--- config.mk ---
export PLATFORM = sky130hd
export DESIGN_NAME = wb_protocol_monitor
export DESIGN_NICKNAME = d
export VERILOG_FILES = /design/src/rtl/wb_mon_pkg.sv /design/src/rtl/wb_mon_sat_cnt.sv /design/src/rtl/wb_protocol_monitor.sv
export SDC_FILE = /design/constraint.sdc
export NUM_CORES = 1
export LEC_CHECK = 0
export CAP_MARGIN = 25
export CORE_UTILIZATION = 37
export CTS_BUF_LIST = sky130_fd_sc_hd__clkbuf_8
export DETAILED_ROUTE_END_ITERATION = 16
export PLACE_DENSITY = 0.55
export SYNTH_ARGS = -nofsm -noshare
export SYNTH_HDL_FRONTEND = slang
export SYNTH_HIERARCHICAL = 1
export SYNTH_SLANG_ARGS = --single-unit
--- constraint.sdc ---
create_clock -name sys_clk -period 7.7 [get_ports sys_clk]
set_input_delay 1.155 -clock sys_clk [delete_from_list [all_inputs] [get_ports sys_clk]]
set_output_delay 1.155 -clock sys_clk [all_outputs]
set_load 0.01 [all_outputs]
--- src/rtl/wb_mon_pkg.sv ---
// Shared types for the Wishbone B4 protocol monitor: error codes, cycle-type
// encodings and FSM states.
package wb_mon_pkg;

  typedef enum logic [2:0] {
    ERR_NONE       = 3'd0,
    ERR_STB_NO_CYC = 3'd1,
    ERR_ACK_NO_STB = 3'd2,
    ERR_SEL_ZERO   = 3'd3,
    ERR_ADDR_SEQ   = 3'd4,
    ERR_TIMEOUT    = 3'd5,
    ERR_CYC_DROP   = 3'd6,
    ERR_BURST_LEN  = 3'd7
  } err_code_e;

  localparam logic [2:0] CTI_CLASSIC = 3'b000;
  localparam logic [2:0] CTI_CONST   = 3'b001;
  localparam logic [2:0] CTI_INCR    = 3'b010;
  localparam logic [2:0] CTI_EOB     = 3'b111;

  typedef enum logic {
    S_IDLE  = 1'b0,
    S_BURST = 1'b1
  } state_e;

  // Lowest-numbered violation wins the reported code.
  function automatic err_code_e lowest_code(input logic [7:1] v);
    if (v[1])      return ERR_STB_NO_CYC;
    else if (v[2]) return ERR_ACK_NO_STB;
    else if (v[3]) return ERR_SEL_ZERO;
    else if (v[4]) return ERR_ADDR_SEQ;
    else if (v[5]) return ERR_TIMEOUT;
    else if (v[6]) return ERR_CYC_DROP;
    else if (v[7]) return ERR_BURST_LEN;
    else           return ERR_NONE;
  endfunction

endpackage

--- src/rtl/wb_mon_sat_cnt.sv ---
// Saturating up-counter with synchronous clear (clear has priority).
module wb_mon_sat_cnt #(
  parameter int unsigned W = 8
) (
  input  logic         clk_i,
  input  logic         rst_ni,
  input  logic         clr_i,
  input  logic         en_i,
  output logic [W-1:0] cnt_o
);

  logic [W-1:0] cnt_q;

  always_ff @(posedge clk_i or negedge rst_ni) begin
    if (!rst_ni) begin
      cnt_q <= '0;
    end else if (clr_i) begin
      cnt_q <= '0;
    end else if (en_i && (cnt_q != '1)) begin
      cnt_q <= cnt_q + W'(1);
    end
  end

  assign cnt_o = cnt_q;

endmodule

--- src/rtl/wb_protocol_monitor.sv ---
// Passive Wishbone B4 monitor: burst tracking, stall watchdog, violation
// reporting and saturating read/write beat counters. Never drives the bus.
module wb_protocol_monitor
  import wb_mon_pkg::*;
#(
  parameter int unsigned DW        = 32,
  parameter int unsigned AW        = 26,
  parameter int unsigned TIMEOUT   = 256,
  parameter int unsigned MAX_BURST = 16,
  parameter int unsigned CNT_W     = 32
) (
  input  logic                           sys_clk,
  input  logic                           RESETN,
  input  logic                           wb_cyc_i,
  input  logic                           wb_stb_i,
  input  logic                           wb_we_i,
  input  logic [AW-1:0]                  wb_addr_i,
  input  logic [DW/8-1:0]                wb_sel_i,
  input  logic [2:0]                     wb_cti_i,
  input  logic                           wb_ack_o,
  input  logic                           err_clr_i,
  output logic                           err_pulse,
  output logic [2:0]                     err_code,
  output logic [6:0]                     err_sticky,
  output logic                           burst_active,
  output logic [$clog2(MAX_BURST+1):0]   beat_cnt,
  output logic [CNT_W-1:0]               wr_count,
  output logic [CNT_W-1:0]               rd_count
);

  localparam int unsigned SW  = DW / 8;
  localparam int unsigned BCW = $clog2(MAX_BURST + 1) + 1;
  localparam int unsigned WDW = $clog2(TIMEOUT + 2);
  localparam logic [BCW-1:0] BC_MAX = BCW'(MAX_BURST);
  localparam logic [BCW-1:0] BC_SAT = BCW'(MAX_BURST + 1);
  localparam logic [WDW-1:0] WD_TO  = WDW'(TIMEOUT);

  state_e          state_q;
  logic [BCW-1:0]  beat_cnt_q;
  logic [AW-1:0]   addr_q;
  logic [2:0]      cti_q;
  logic            burst_active_q;
  logic            err_pulse_q;
  err_code_e       err_code_q;
  logic [6:0]      err_sticky_q, err_sticky_d;
  logic [WDW-1:0]  wait_q;
  logic [AW-1:0]   addr_exp;
  logic [7:1]      viol;
  logic            beat, stall, in_burst;

  assign beat     = wb_cyc_i & wb_stb_i & wb_ack_o;
  assign stall    = wb_cyc_i & wb_stb_i & ~wb_ack_o;
  assign in_burst = (state_q == S_BURST);

  wb_mon_sat_cnt #(.W(CNT_W)) u_wr_cnt (
    .clk_i (sys_clk), .rst_ni(RESETN), .clr_i(1'b0),
    .en_i  (beat & wb_we_i), .cnt_o(wr_count)
  );

  wb_mon_sat_cnt #(.W(CNT_W)) u_rd_cnt (
    .clk_i (sys_clk), .rst_ni(RESETN), .clr_i(1'b0),
    .en_i  (beat & ~wb_we_i), .cnt_o(rd_count)
  );

  // Watchdog steps one past TIMEOUT and parks there so the error fires once.
  wb_mon_sat_cnt #(.W(WDW)) u_watchdog (
    .clk_i (sys_clk), .rst_ni(RESETN), .clr_i(~stall),
    .en_i  (stall && (wait_q <= WD_TO)), .cnt_o(wait_q)
  );

  always_comb begin
    addr_exp = (cti_q == CTI_INCR) ? addr_q + AW'(SW) : addr_q;
  end

  // A strobe with no byte lanes is flagged whether or not cyc is asserted.
  always_comb begin
    viol    = '0;
    viol[1] = wb_stb_i & ~wb_cyc_i;
    viol[2] = wb_ack_o & ~(wb_cyc_i & wb_stb_i);
    viol[3] = wb_stb_i & (wb_sel_i == '0);
    viol[4] = in_burst & beat & (wb_addr_i != addr_exp);
    viol[5] = (wait_q == WD_TO);
    viol[6] = in_burst & ~wb_cyc_i;
    viol[7] = in_burst & beat & (beat_cnt_q == BC_MAX);
  end

  always_comb begin
    err_sticky_d = (err_clr_i ? '0 : err_sticky_q) | viol;
  end

  always_ff @(posedge sys_clk or negedge RESETN) begin
    if (!RESETN) begin
      state_q        <= S_IDLE;
      beat_cnt_q     <= '0;
      addr_q         <= '0;
      cti_q          <= CTI_CLASSIC;
      burst_active_q <= 1'b0;
    end else begin
      case (state_q)
        S_IDLE: begin
          if (beat && ((wb_cti_i == CTI_CONST) || (wb_cti_i == CTI_INCR))) begin
            state_q        <= S_BURST;
            burst_active_q <= 1'b1;
            beat_cnt_q     <= BCW'(1);
            addr_q         <= wb_addr_i;
            cti_q          <= wb_cti_i;
          end
        end
        S_BURST: begin
          if (!wb_cyc_i || (beat && (wb_cti_i == CTI_EOB))) begin
            state_q        <= S_IDLE;
            burst_active_q <= 1'b0;
            beat_cnt_q     <= '0;
          end else if (beat) begin
            addr_q <= wb_addr_i;
            if (beat_cnt_q != BC_SAT) beat_cnt_q <= beat_cnt_q + BCW'(1);
          end
        end
        default: begin
          state_q        <= S_IDLE;
          burst_active_q <= 1'b0;
        end
      endcase
    end
  end

  always_ff @(posedge sys_clk or negedge RESETN) begin
    if (!RESETN) begin
      err_pulse_q  <= 1'b0;
      err_code_q   <= ERR_NONE;
      err_sticky_q <= '0;
    end else begin
      err_pulse_q  <= |viol;
      err_code_q   <= lowest_code(viol);
      err_sticky_q <= err_sticky_d;
    end
  end

  assign err_pulse    = err_pulse_q;
  assign err_code     = err_code_q;
  assign err_sticky   = err_sticky_q;
  assign burst_active = burst_active_q;
  assign beat_cnt     = beat_cnt_q;

endmodule
-- Word level (Yosys, flattened, before mapping)
Cells that the tools add are included.
- muxes and demuxes: 26
- reductions and logical operators: 15
- add/subtract/negate cells: 5
- $lt $le $gt $ge: 1
- bitwise operators: 18
- equal/unequal tests: 18
- operator list (kind ; number):
    $mux W26 ; 4
    $add A32 B1 Y32 const B ; 2
    $ne A32 B32 Y1 const B ; 2
    $pmux W26 S2 ; 1
    $add A26 B3 Y26 const B ; 1
    $ne A26 B26 Y1 ; 1
    $mux W6 ; 4
    $mux W3 ; 7
    $mux W9 ; 2
    $and A1 B1 Y1 ; 12
    $pmux W6 S2 ; 1
    $add A9 B1 Y9 const B ; 1
    $eq A9 B9 Y1 const B ; 1
    $le A9 B9 Y1 const B ; 1
    $ne A9 B9 Y1 const B ; 1
    $mux W7 ; 1
    $or A7 B7 Y7 ; 1
    $reduce_or A7 Y1 ; 1
    $add A6 B1 Y6 const B ; 1
    $eq A3 B2 Y1 const B ; 2
    $eq A6 B5 Y1 const B ; 1
    $logic_and A1 B1 Y1 ; 6
    $ne A2 B1 Y1 const B ; 3
    $ne A3 B1 Y1 const B ; 2
    12 further kinds ; 24
- input port bits: 40
- output and inout port bits: 82
- logic and storage cells: 94
- flip-flop bits (word level): 121

-- Longest topological paths before layout
Gate-level depths: netlist of run 1.
- depth in word-level cells: 11
- mapped depth: 10
- gate-level depth less buffers: 8

-- Hierarchy
Netlist of run 1, hierarchy kept.
- by module, submodules not included (module ; seq. area each (um^2) ; area each (um^2) ; instances ; cells each):
    wb_mon_sat_cnt at u_rd_cnt ... ; 800.8 ; 1854.3 ; 2 ; 198
    wb_protocol_monitor ; 1201.2 ; 2990.4 ; 1 ; 307
    wb_mon_sat_cnt at u_watchdog ; 225.2 ; 462.9 ; 1 ; 46

-- Worst setup path before layout of run 1
No wires, ideal clock.
- path kind: input -> register
- start point: input port wb_stb_i
- end point: register addr_q[0]
- path buffers: 3
- setup time: 0.128 ns
- cell stages on the path: 8
- data arrival time: 3.121 ns
- required time: 7.572 ns
- slack: 4.451 ns
- cell sequence: buf_2 > nand3_1 > or4_1 > clkbuf_1 > nand2_1 > a21boi_2 > buf_4 > mux2_1
- longest elaborated chain between the ends: 6
- elaborated cells between the ends (all ways): 9
- those cells by class: eq/ne: 3; bitwise: 2; reduce/logical: 4
- RTL lines (item ; line ; text):
    start: declaration ; wb_protocol_monitor.sv:15 ; input logic wb_stb_i,
    $and A1 B1 Y1 (*) (2 in series) ; wb_protocol_monitor.sv:51 ; assign beat = wb_cyc_i & wb_stb_i & wb_ack_o;
    $logic_and A1 B1 Y1 ; wb_protocol_monitor.sv:110 ; if (!wb_cyc_i || (beat && (wb_cti_i == CTI_EOB))) begin
    $logic_or A1 B1 Y1 ; wb_protocol_monitor.sv:110 ;
    $ne A2 B2 Y1 (no source line) ; - ;
    $reduce_and A3 Y1 (no source line) (*) ; - ;
    end signal: assignment ; wb_protocol_monitor.sv:105 ; addr_q <= wb_addr_i;
    end signal: assignment ; wb_protocol_monitor.sv:115 ; addr_q <= wb_addr_i;
    end: declaration ; wb_protocol_monitor.sv:40 ; logic [AW-1:0] addr_q;
Every way passes the cells marked *; elsewhere a longest branch is shown, timed or not.
A chain may end at the register's enable or synchronous reset.

-- Final worst setup path of run 1
- start point: input port wb_stb_i
- end point: register u_rd_cnt.cnt_q[29] (netlist: u_rd_cnt/cnt_o[29])
- longest elaborated chain between the ends: 4
- RTL lines (item ; line ; text):
    $and A1 B1 Y1 (2 in series) ; wb_protocol_monitor.sv:51 ;
    $and A1 B1 Y1 ; wb_protocol_monitor.sv:62 ; .en_i (beat & ~wb_we_i), .cnt_o(rd_count)
    $logic_and A1 B1 Y1 ; wb_mon_sat_cnt.sv:19 ; end else if (en_i && (cnt_q != '1)) begin
    end signal: assignment ; wb_mon_sat_cnt.sv:20 ; cnt_q <= cnt_q + W'(1);
    end: declaration ; wb_mon_sat_cnt.sv:12 ; logic [W-1:0] cnt_q;
No other way between the ends.

==> run_results.csv, run 1 <==
group,metric,value,unit
setup_path,r2r_slack,4.49,ns
route,drc_errors,0,
global_routing,overflow,0,
synth,ys_seq_elements,121,
timing,period_needed,3.62,ns
clocking,cts_tree,"done",
global_routing,grt_pass1_vias,5913,
outcome,status,"finished, final reports clean",
setup_path,crit_arrival,3.97,ns
route,vias_per_cell,5.30,
synth,netlist_area,7160,sq um
route,drt_iter0_drc,432,
setup_path,path_cells,"clkdlybuf4s50_1, nand3_1, nor2_1, and3_1, nand4_1, a21o_1, nor4_1, mux2_2",
timing,maxSlewHeadroom,45.4,%
global_routing,met2_usage,30.3,%
pwr,p_per_area,188,nW/um^2
clocking,ctsHoldBuffers,0,
timing,tightest_slew,0.820,ns
placement,gp_congestion,0.841,
setup_path,r2r_cells,7,
setup_path,crit_buf_inv,1,
setup_path,crit_path_end_kind,"register",
die,dieHeight,141,um
min_path,min_path_cells,1,
global_routing,grt_first_pass_wirelength,29400,um
timing,period_share,47.0,%
route,wire_per_inst,15.9,um
die,pin_count,122,
finish,antenna_cells,0,
clocking,post-cts-setup-buffers,0,
setup_path,crit-reg2reg-launch,"cti_q[2]",
timing,slew_viol_final,0,
synth,synth_warnings,6,
die,num_rows,50,
pwr,pwr-share-seq,44.9,%
setup_path,slowest_stage,"clkdlybuf4s50_1",
finish,fin_nets,923,
min_path,worstHoldStart,"err_sticky[5]",
synth,synth.yosys.seq_area_share,42.3,%
synth,ys.flop_type,"dfrtp_1",
timing,fmax,276,MHz
setup_path,crit_family,"simple AND/OR/NAND/NOR gates",
min_path,holdPathEnd,"err_sticky[5]",
pwr,combPwrFrac,17.8,%
timing,rsz0062_at_grt,"no",
pwr,intPower,0.00119,W
global_routing,grt_max_degree,64,
route,vias,6086,
finish,fill_cells,1789,
synth,syn_inst,749,
setup_path,required,8.05,ns
route,wl,18300,um
timing,worst_clock_skew,0.0127,ns
die,start_util,38.0,%
placement,dpl.cell_count,1116,
timing,hold_viol,0,
setup_path,critical_path_class,"primary input to register",
global_routing,top_usage_layer,"met2",
setup_path,worstReg2RegEnd,"err_pulse",
pwr,vdd_drop_max,0.101,mV
route,drtAntennaViolNets,0,
pwr,switching_power,0.000512,W
global_routing,grt_use_total,18.8,%
setup_path,start_kind,"primary input",
global_routing,grtUsageMet3,4.45,%
pwr,p_leak,3.64,nW
synth,async_flop_share,100,%
die,dieArea,19900,sq um
clocking,htree_levels,4,
pwr,sw_frac_of_total,30.1,%
timing,fin_tns_setup,0,ns
clocking,cts_buffers,17,
pwr,p_clk_share,37.3,%
setup_path,worst_path_largest_cell_delay,0.65,ns
clocking,cts_max_path_buffers,2,
global_routing,antenna_found_initial,0,
timing,hold_ws,0.494,ns
clocking,clock_insertion_delay_worst_skew,0.46,ns
synth,synth_edf_count,0,
clocking,post_cts_resized,0,
job,max-cap-violations,0,
clocking,cts.sinks,121,
clocking,root_buffer,"clkbuf_8",
die,fp.coreArea,18800,sq um
setup_path,cp_max_fo,19,
global_routing,use_met1,24.6,%
placement,portBuffers,121,
route,drtPass1Iterations,5,
clocking,path_clk_slew,0.08,ns
synth,synth_area_per_cell,9.56,sq um
min_path,hold_class,"register to register",
placement,hpwl,13000,um
die,fp.dieW,141,um
finish,syn2layout_area_growth,26.4,%
synth,synth_cell_type_count,67,
finish,drive_above_1_share,8.67,%
timing,setup_violations,0,
finish,instances_no_fill,1148,
==> stage by stage <==
stage	worst slack (ns)	cell area (sq um)	utilization (%)	power, W
3_5_place_dp	3.61	8620	45.8	0.00107
6_report	4.08	9050	48.1	0.00170
4_1_cts	4.10	9050	48.1	0.00172
5_1_grt	3.76	9050	48.1	0.00179
2_1_floorplan	4.45	7190	-	0.000966
3_3_place_gp	3.63	8620	45.8	0.00106
==> logic make-up after synthesis <==
family	count (synthesis)	synth area share (%)
multiplexers	43	6.76
adder cells (fa/ha/maj)	8	1.40
flip-flops	121	42.3
buffers and inverters	46	2.83
other	1	0.0524
XOR/XNOR	61	7.46
AO/OA/AOI/OAI	124	11.7
AND/OR/NAND/NOR	345	27.6
==> worst max path at each step <==
stage | startpoint | to | cells after the start
after floorplan | wb_stb_i | addr_q[0] | 8
after global placement | wb_cyc_i | u_rd_cnt/cnt_o[31] | 8
after detailed placement | wb_cyc_i | u_rd_cnt/cnt_o[31] | 8
after CTS | wb_cyc_i | u_rd_cnt/cnt_o[31] | 8
after global routing | wb_cyc_i | u_rd_cnt/cnt_o[31] | 8
final | wb_stb_i | u_rd_cnt/cnt_o[29] | 8
==> power groups by stage <==
stage               clock network [W]  logic [W]  registers, W
floorplan                           0   0.000207      0.000760
global placement                    0   0.000290      0.000772
detailed placement                  0   0.000299      0.000775
CTS                          0.000653   0.000302      0.000763
global route                 0.000680   0.000335      0.000774
finish                       0.000635   0.000302      0.000763
==> cells in the final DEF (no fill, tap or decap), types with 5 or more instances in the layout <==
| cell | n |
|---|---|
| nor4_4 | 5 |
| o31ai_1 | 8 |
| nor3_1 | 15 |
| mux2i_1 | 6 |
| conb_1 | 8 |
| nand2_1 | 54 |
| clkbuf_8 | 17 |
| and2_1 | 10 |
| nor2_1 | 72 |
| nor4_1 | 21 |
| nand3_1 | 44 |
| mux2_1 | 25 |
| a31o_2 | 5 |
| o21ai_0 | 22 |
| and3_1 | 21 |
| nor2b_1 | 16 |
| nand2b_1 | 12 |
| a21o_1 | 8 |
| dfrtp_1 | 121 |
| xnor2_1 | 36 |
| a31oi_1 | 7 |
| a21oi_1 | 36 |
| a211oi_1 | 12 |
| xor2_1 | 25 |
| nand3b_1 | 5 |
| inv_1 | 23 |
| mux2_2 | 10 |
| ha_1 | 8 |
| or4_1 | 10 |
| clkdlybuf4s50_1 | 120 |
| nand4_1 | 18 |
| or3_1 | 13 |
==> Yosys cell counts, drive strengths merged, types with 8 or more instances <==
library cell	count	area, sq um
nor3	15	75.1
or3	14	88.8
a211oi	12	90.1
xnor2	36	315
buf	11	71.3
nor2	72	270
dfrtp	121	3030
ha	8	100
nand2	55	214
and2	10	62.6
o21ai	23	115
or4	11	86.3
and3	23	154
nor2b	16	100
nand3	46	240
inv	23	86.3
a31oi	9	86.3
nand4	20	138
xor2	25	219
mux2	37	424
nor4	30	288
a21oi	36	180
a21o	8	60.1
nand2b	12	75.1
clkbuf	12	45.0
o31ai	8	60.1
==> metal layers <==
layer,wire [um],vias up,share of wire [%]
met5,0,-,0
met4,257,0,1.4
met3,847,20,4.6
met2,8520,119,47
met1,8620,2980,47
li1,-,2967,-
==> sequential cells by signal, summed over array words and instances, names as in the netlist <==
signal            flops
addr_q               26
beat_cnt              6
burst_active          1
cti_q                 3
err_code              3
err_pulse             1
err_sticky            7
in_burst              1
u_rd_cnt/cnt_o       32
u_watchdog/cnt_o      9
u_wr_cnt/cnt_o       32
==> layout make-up <==
| class | instances | area (sq um) | share of cell area, % |
|---|---|---|---|
| clock inverters | 15 | 200 | 2.21 |
| clock buffers | 17 | 234 | 2.58 |
| inverters | 23 | 86.3 | 0.953 |
| well taps | 260 | 325 | 3.59 |
| repair buffers | 123 | 1220 | 13.5 |
| multi-input cells | 589 | 3960 | 43.7 |
| flip-flops and latches | 121 | 3030 | 33.4 |
No activity file was read; power rests on OpenSTA's default activity.
==> inputs of run 2 (changes only) <==
- PLACE_DENSITY: 0.55 -> 0.57
- clock period: 7.7 -> 3.1 ns (I/O delays scaled with it)
==> run 2 against run 1 <==
- sequential power rose by 150%
- largest power group unchanged
- utilization rose by 0.21 points
- count of clock-buffer cells in the layout rose by 1
- critical endpoint is now err_pulse
- critical path depth fell by 1
- combinational power rose by 150%
- die area did not move
- final area rose by 0.43%
- non-clock buffer count rose by 13
- final cell count rose by 1.0%
- sequential share of layout area fell by 0.14 points
- setup slack got worse by 3.7 ns
==> run_results.csv, run 2 (synthesis results as in run 1) <==
group,metric,value,unit
clocking,ctsHoldBuffers,0,
pwr,sw_frac_of_total,30.4,%
timing,fin_tns_setup,0,ns
global_routing,top_usage_layer,"met2",
placement,portBuffers,121,
route,vias_per_cell,5.32,
route,drtAntennaViolNets,0,
clocking,cts_buffers,17,
global_routing,grt_max_degree,56,
die,fp.coreArea,18800,sq um
timing,worst_clock_skew,0.0116,ns
global_routing,antenna_found_initial,0,
pwr,vdd_drop_max,0.241,mV
pwr,p_leak,3.68,nW
die,fp.dieW,141,um
setup_path,cp_max_fo,7,
placement,hpwl,13200,um
global_routing,overflow,0,
global_routing,met2_usage,30.8,%
global_routing,use_met1,24.5,%
clocking,cts.sinks,121,
finish,syn2layout_area_growth,27.0,%
timing,hold_viol,0,
global_routing,grt_pass1_vias,6043,
setup_path,crit_path_end_kind,"register",
clocking,cts_tree,"done",
placement,gp_congestion,0.846,
route,drt_iter0_drc,273,
timing,maxSlewHeadroom,48.9,%
pwr,p_clk_share,34.0,%
route,drtPass1Iterations,5,
finish,mostFrequentLayoutCells,"121 x dfrtp_1, 120 x clkdlybuf4s50_1, 72 x nor2_1",
pwr,pwr-share-seq,47.3,%
finish,fill_cells,1787,
pwr,switching_power,0.00122,W
route,vias,6174,
die,dieArea,19900,sq um
pwr,p_per_area,441,nW/um^2
clocking,post_cts_resized,0,
route,wl,18200,um
setup_path,required,3.41,ns
finish,utilization,48.3,%
finish,drive_above_1_share,9.44,%
timing,hold_ws,0.0838,ns
outcome,status,"finished, final reports clean",
clocking,path_clk_slew,0.08,ns
setup_path,critical_path_class,"register to register",
timing,tightest_slew,0.766,ns
timing,fmax,366,MHz
job,max-cap-violations,0,
setup_path,start_kind,"register",
min_path,hold_class,"primary input to async pin",
finish,antenna_cells,0,
timing,period_needed,2.74,ns
pwr,combPwrFrac,18.8,%
finish,fin_nets,936,
timing,rsz0062_at_grt,"no",
die,start_util,38.0,%
route,drc_errors,0,
die,dieHeight,141,um
finish,layout_commonest_cell,"dfrtp_1",
clocking,cts_max_path_buffers,2,
global_routing,grtUsageMet3,5.16,%
clocking,clock_insertion_delay_worst_skew,0.43,ns
timing,slew_viol_final,0,
setup_path,crit_arrival,3.05,ns
timing,setup_violations,0,
timing,period_share,88.2,%
route,wire_per_inst,15.7,um
clocking,post-cts-setup-buffers,0,
die,pin_count,122,
global_routing,grt_first_pass_wirelength,30000,um
die,num_rows,50,
pwr,intPower,0.00279,W
global_routing,grt_use_total,19.0,%
clocking,root_buffer,"clkbuf_8",
clocking,htree_levels,4,
[run 2: cell count changes in the layout (fill, tap and decap cells not counted)]
cell	delta
inv_1	+4
clkinv_4	-4
clkinv_2	+1
inv_6	-2
buf_12	+1
clkinvlp_4	+1
buf_4	+12
clkbuf_8	+1
bufinv_16	-2
[run 2: worst paths after layout]
check	startpoint	endpoint	slack, ns	depth (start not counted)
worst max-delay path	addr_q[6]	err_pulse	0.36	7
worst min-delay path	RESETN	addr_q[11]	0.08	1
worst max register to register	addr_q[6]	err_pulse	0.36	7
worst min register to register	burst_active	burst_active	0.51	1
max in group asynchronous	RESETN	err_sticky[2]	2.19	2
min in group sys_clk	burst_active	burst_active	0.51	1
[run 2: area by class of cell]
cell class | instances | area, sq um | share of cell area, %
clock buffer | 18 | 248 | 2.72
clock inverter | 13 | 115 | 1.27
inverter | 23 | 86.3 | 0.949
multi-input combinational | 589 | 3960 | 43.5
sequential | 121 | 3030 | 33.3
tap | 260 | 325 | 3.58
timing repair buffer | 136 | 1330 | 14.7
[run 2: metal layers]
layer | vias up | share of wire [%]
met5 | - | 0
met4 | 0 | 1.1
met3 | 13 | 5.2
met2 | 145 | 47
met1 | 3018 | 47
li1 | 2998 | -
[run 2: power by group through the flow]
stage	logic, W	clock network [W]	registers [W]
final	0.000752	0.00136	0.00190
after global routing	0.000842	0.00148	0.00192
after CTS	0.000758	0.00141	0.00190
after detailed placement	0.000753	0	0.00193
after global placement	0.000740	0	0.00192
after floorplan	0.000513	0	0.00189
[run 2: worst max-delay path: stages, from the launching register on]
cell	delay, ns
dfrtp_1	0.47
nand4_1	0.38
nor4_1	0.59
o211a_1	0.23
nor2_1	0.05
a211oi_1	0.31
a31oi_1	0.21
or3_1	0.39
[run 2: through the flow]
| stage | power (W) | std cells | area (sq um) | worst slack (ns) |
|---|---|---|---|---|
| after floorplan | 0.00240 | 756 | 7190 | 0.541 |
| after detailed placement | 0.00268 | 1129 | 8730 | 0.0376 |
| after global placement | 0.00266 | 1129 | 8730 | 0.0645 |
| final | 0.00401 | 1160 | 9090 | 0.364 |
| after CTS | 0.00407 | 1160 | 9090 | 0.353 |
| after global routing | 0.00424 | 1160 | 9090 | 0.174 |
==> inputs of run 3 (changes only) <==
- HOLD_SLACK_MARGIN: default -> 0.1
==> run 3 against run 2 <==
- hold slack improved by 0.42 ns
- first-iteration DRC count increased by 7.0%
- largest power group unchanged
- routed wire length increased by 0.19%
- sequential share of layout area about the same
- die area unchanged
- clock power about the same
- largest cell class unchanged
- clock skew about the same
- utilization increased by 0.053 points
- setup slack improved by 0.0062 ns
- global-route usage about the same
- combinational power about the same
==> run_results.csv, run 3 (synthesis results as in run 1) <==
group,metric,value,unit
setup_path,critical_path_class,"register to register",
timing,fmax,366,MHz
die,dieArea,19900,sq um
clocking,cts_tree,"done",
placement,gp_congestion,0.846,
finish,layout_commonest_cell,"dfrtp_1",
global_routing,grt_use_total,19.0,%
finish,utilization,48.3,%
route,wl,18300,um
die,fp.coreArea,18800,sq um
route,drt_iter0_drc,292,
finish,antenna_cells,0,
timing,worst_clock_skew,0.0114,ns
pwr,p_leak,3.69,nW
die,dieHeight,141,um
clocking,clock_insertion_delay_worst_skew,0.43,ns
finish,drive_above_1_share,9.43,%
timing,maxSlewHeadroom,48.8,%
global_routing,grt_max_degree,56,
global_routing,grt_pass1_vias,6055,
clocking,root_buffer,"clkbuf_8",
finish,mostFrequentLayoutCells,"121 x dfrtp_1, 120 x clkdlybuf4s50_1, 72 x nor2_1",
timing,tightest_slew,0.768,ns
pwr,vdd_drop_max,0.241,mV
setup_path,crit_arrival,3.04,ns
global_routing,overflow,0,
route,drtAntennaViolNets,0,
clocking,cts.sinks,121,
placement,hpwl,13200,um
finish,fin_nets,937,
die,start_util,38.0,%
global_routing,grt_first_pass_wirelength,30000,um
setup_path,crit_path_end_kind,"register",
clocking,cts_buffers,17,
die,pin_count,122,
finish,seq_area,3030,sq um
pwr,intPower,0.00279,W
finish,fill_cells,1786,
pwr,p_clk_share,34.0,%
timing,setup_violations,0,
finish,multi_input_area,3960,sq um
setup_path,required,3.41,ns
timing,period_needed,2.73,ns
pwr,combPwrFrac,18.8,%
die,fp.dieW,141,um
die,num_rows,50,
finish,syn2layout_area_growth,27.1,%
clocking,htree_levels,4,
route,vias_per_cell,5.34,
global_routing,antenna_found_initial,0,
outcome,status,"finished, final reports clean",
route,drc_errors,0,
setup_path,r2r_cells,7,
timing,rsz0062_at_grt,"no",
clocking,post_cts_resized,0,
job,max-cap-violations,0,
timing,hold_viol,0,
clocking,cts_max_path_buffers,2,
pwr,switching_power,0.00122,W
clocking,path_clk_slew,0.07,ns
pwr,p_per_area,441,nW/um^2
timing,period_share,88.0,%
route,wire_per_inst,15.7,um
setup_path,start_kind,"register",
pwr,pwr-share-seq,47.2,%
placement,portBuffers,121,
pwr,sw_frac_of_total,30.4,%
timing,slew_viol_final,0,
timing,fin_tns_setup,0,ns
route,vias,6196,
setup_path,cp_max_fo,7,
min_path,hold_class,"register to register",
min_path,min_path_cells,1,
route,drtPass1Iterations,5,
## run 3: cell types whose count changed in the layout (fill, tap and decap cells not counted), sizes merged
cell / previous run / this run
dlygate4sd3: 0 / 1
## run 3: per-stage QoR
step	setup WS [ns]	hold slack, ns	instance area [sq um]	std cells	total power (W)
detailed placement	0.0376	0.497	8730	1129	0.00268
finish	0.371	0.506	9100	1161	0.00401
global route	0.174	0.532	9100	1161	0.00424
CTS	0.353	0.515	9100	1161	0.00407
global placement	0.0645	0.482	8730	1129	0.00266
floorplan	0.541	0.169	7190	756	0.00240
## run 3: power by group through the flow
stage                     logic, W  clock network [W]  registers (W)
after global placement    0.000740                  0        0.00192
after global routing      0.000843            0.00148        0.00192
after floorplan           0.000513                  0        0.00189
after detailed placement  0.000753                  0        0.00193
final                     0.000754            0.00136        0.00190
after CTS                 0.000759            0.00141        0.00190
## run 3: final timing paths
path	startpoint	end	slack (ns)
worst max-delay path	addr_q[6]	err_pulse	0.37
worst max register to register	addr_q[6]	err_pulse	0.37
worst min register to register	burst_active	burst_active	0.51
min in group asynchronous	RESETN	addr_q[11]	0.63
max in group asynchronous	RESETN	u_watchdog/cnt_o[5]	1.64
worst min-delay path	burst_active	burst_active	0.51
## run 3: critical path, cell delays in order (launching register included)
cell and delay (ns):
dfrtp_1 0.47, nand4_1 0.38, nor4_1 0.59, o211a_1 0.22
nor2_1 0.05, a211oi_1 0.31, a31oi_1 0.21, or3_1 0.39
## run 3: area by class of cell
cell class              count  share of cell area [%]
multi-input cells         589                    43.5
clock buffers              18                    2.72
clock inverters            13                    1.26
flip-flops and latches    121                    33.3
repair buffers            137                    14.8
well taps                 260                    3.57
inverters                  23                   0.948
## run 3: metal layers
metal / global-route usage (%) / up-vias / part of all wire [%]
li1: - / 2999 / -
met1: 24.5 / 3030 / 46
met2: 30.8 / 154 / 47
met3: 5.16 / 13 / 5.4
met4: 6.06 / 0 / 1.1
met5: 0 / - / 0
## run 3: repair_timing
item,4_1_cts,5_1_grt
setup buffers,0,0
hold buffers,1,0
endpoints found under the hold margin,7,0
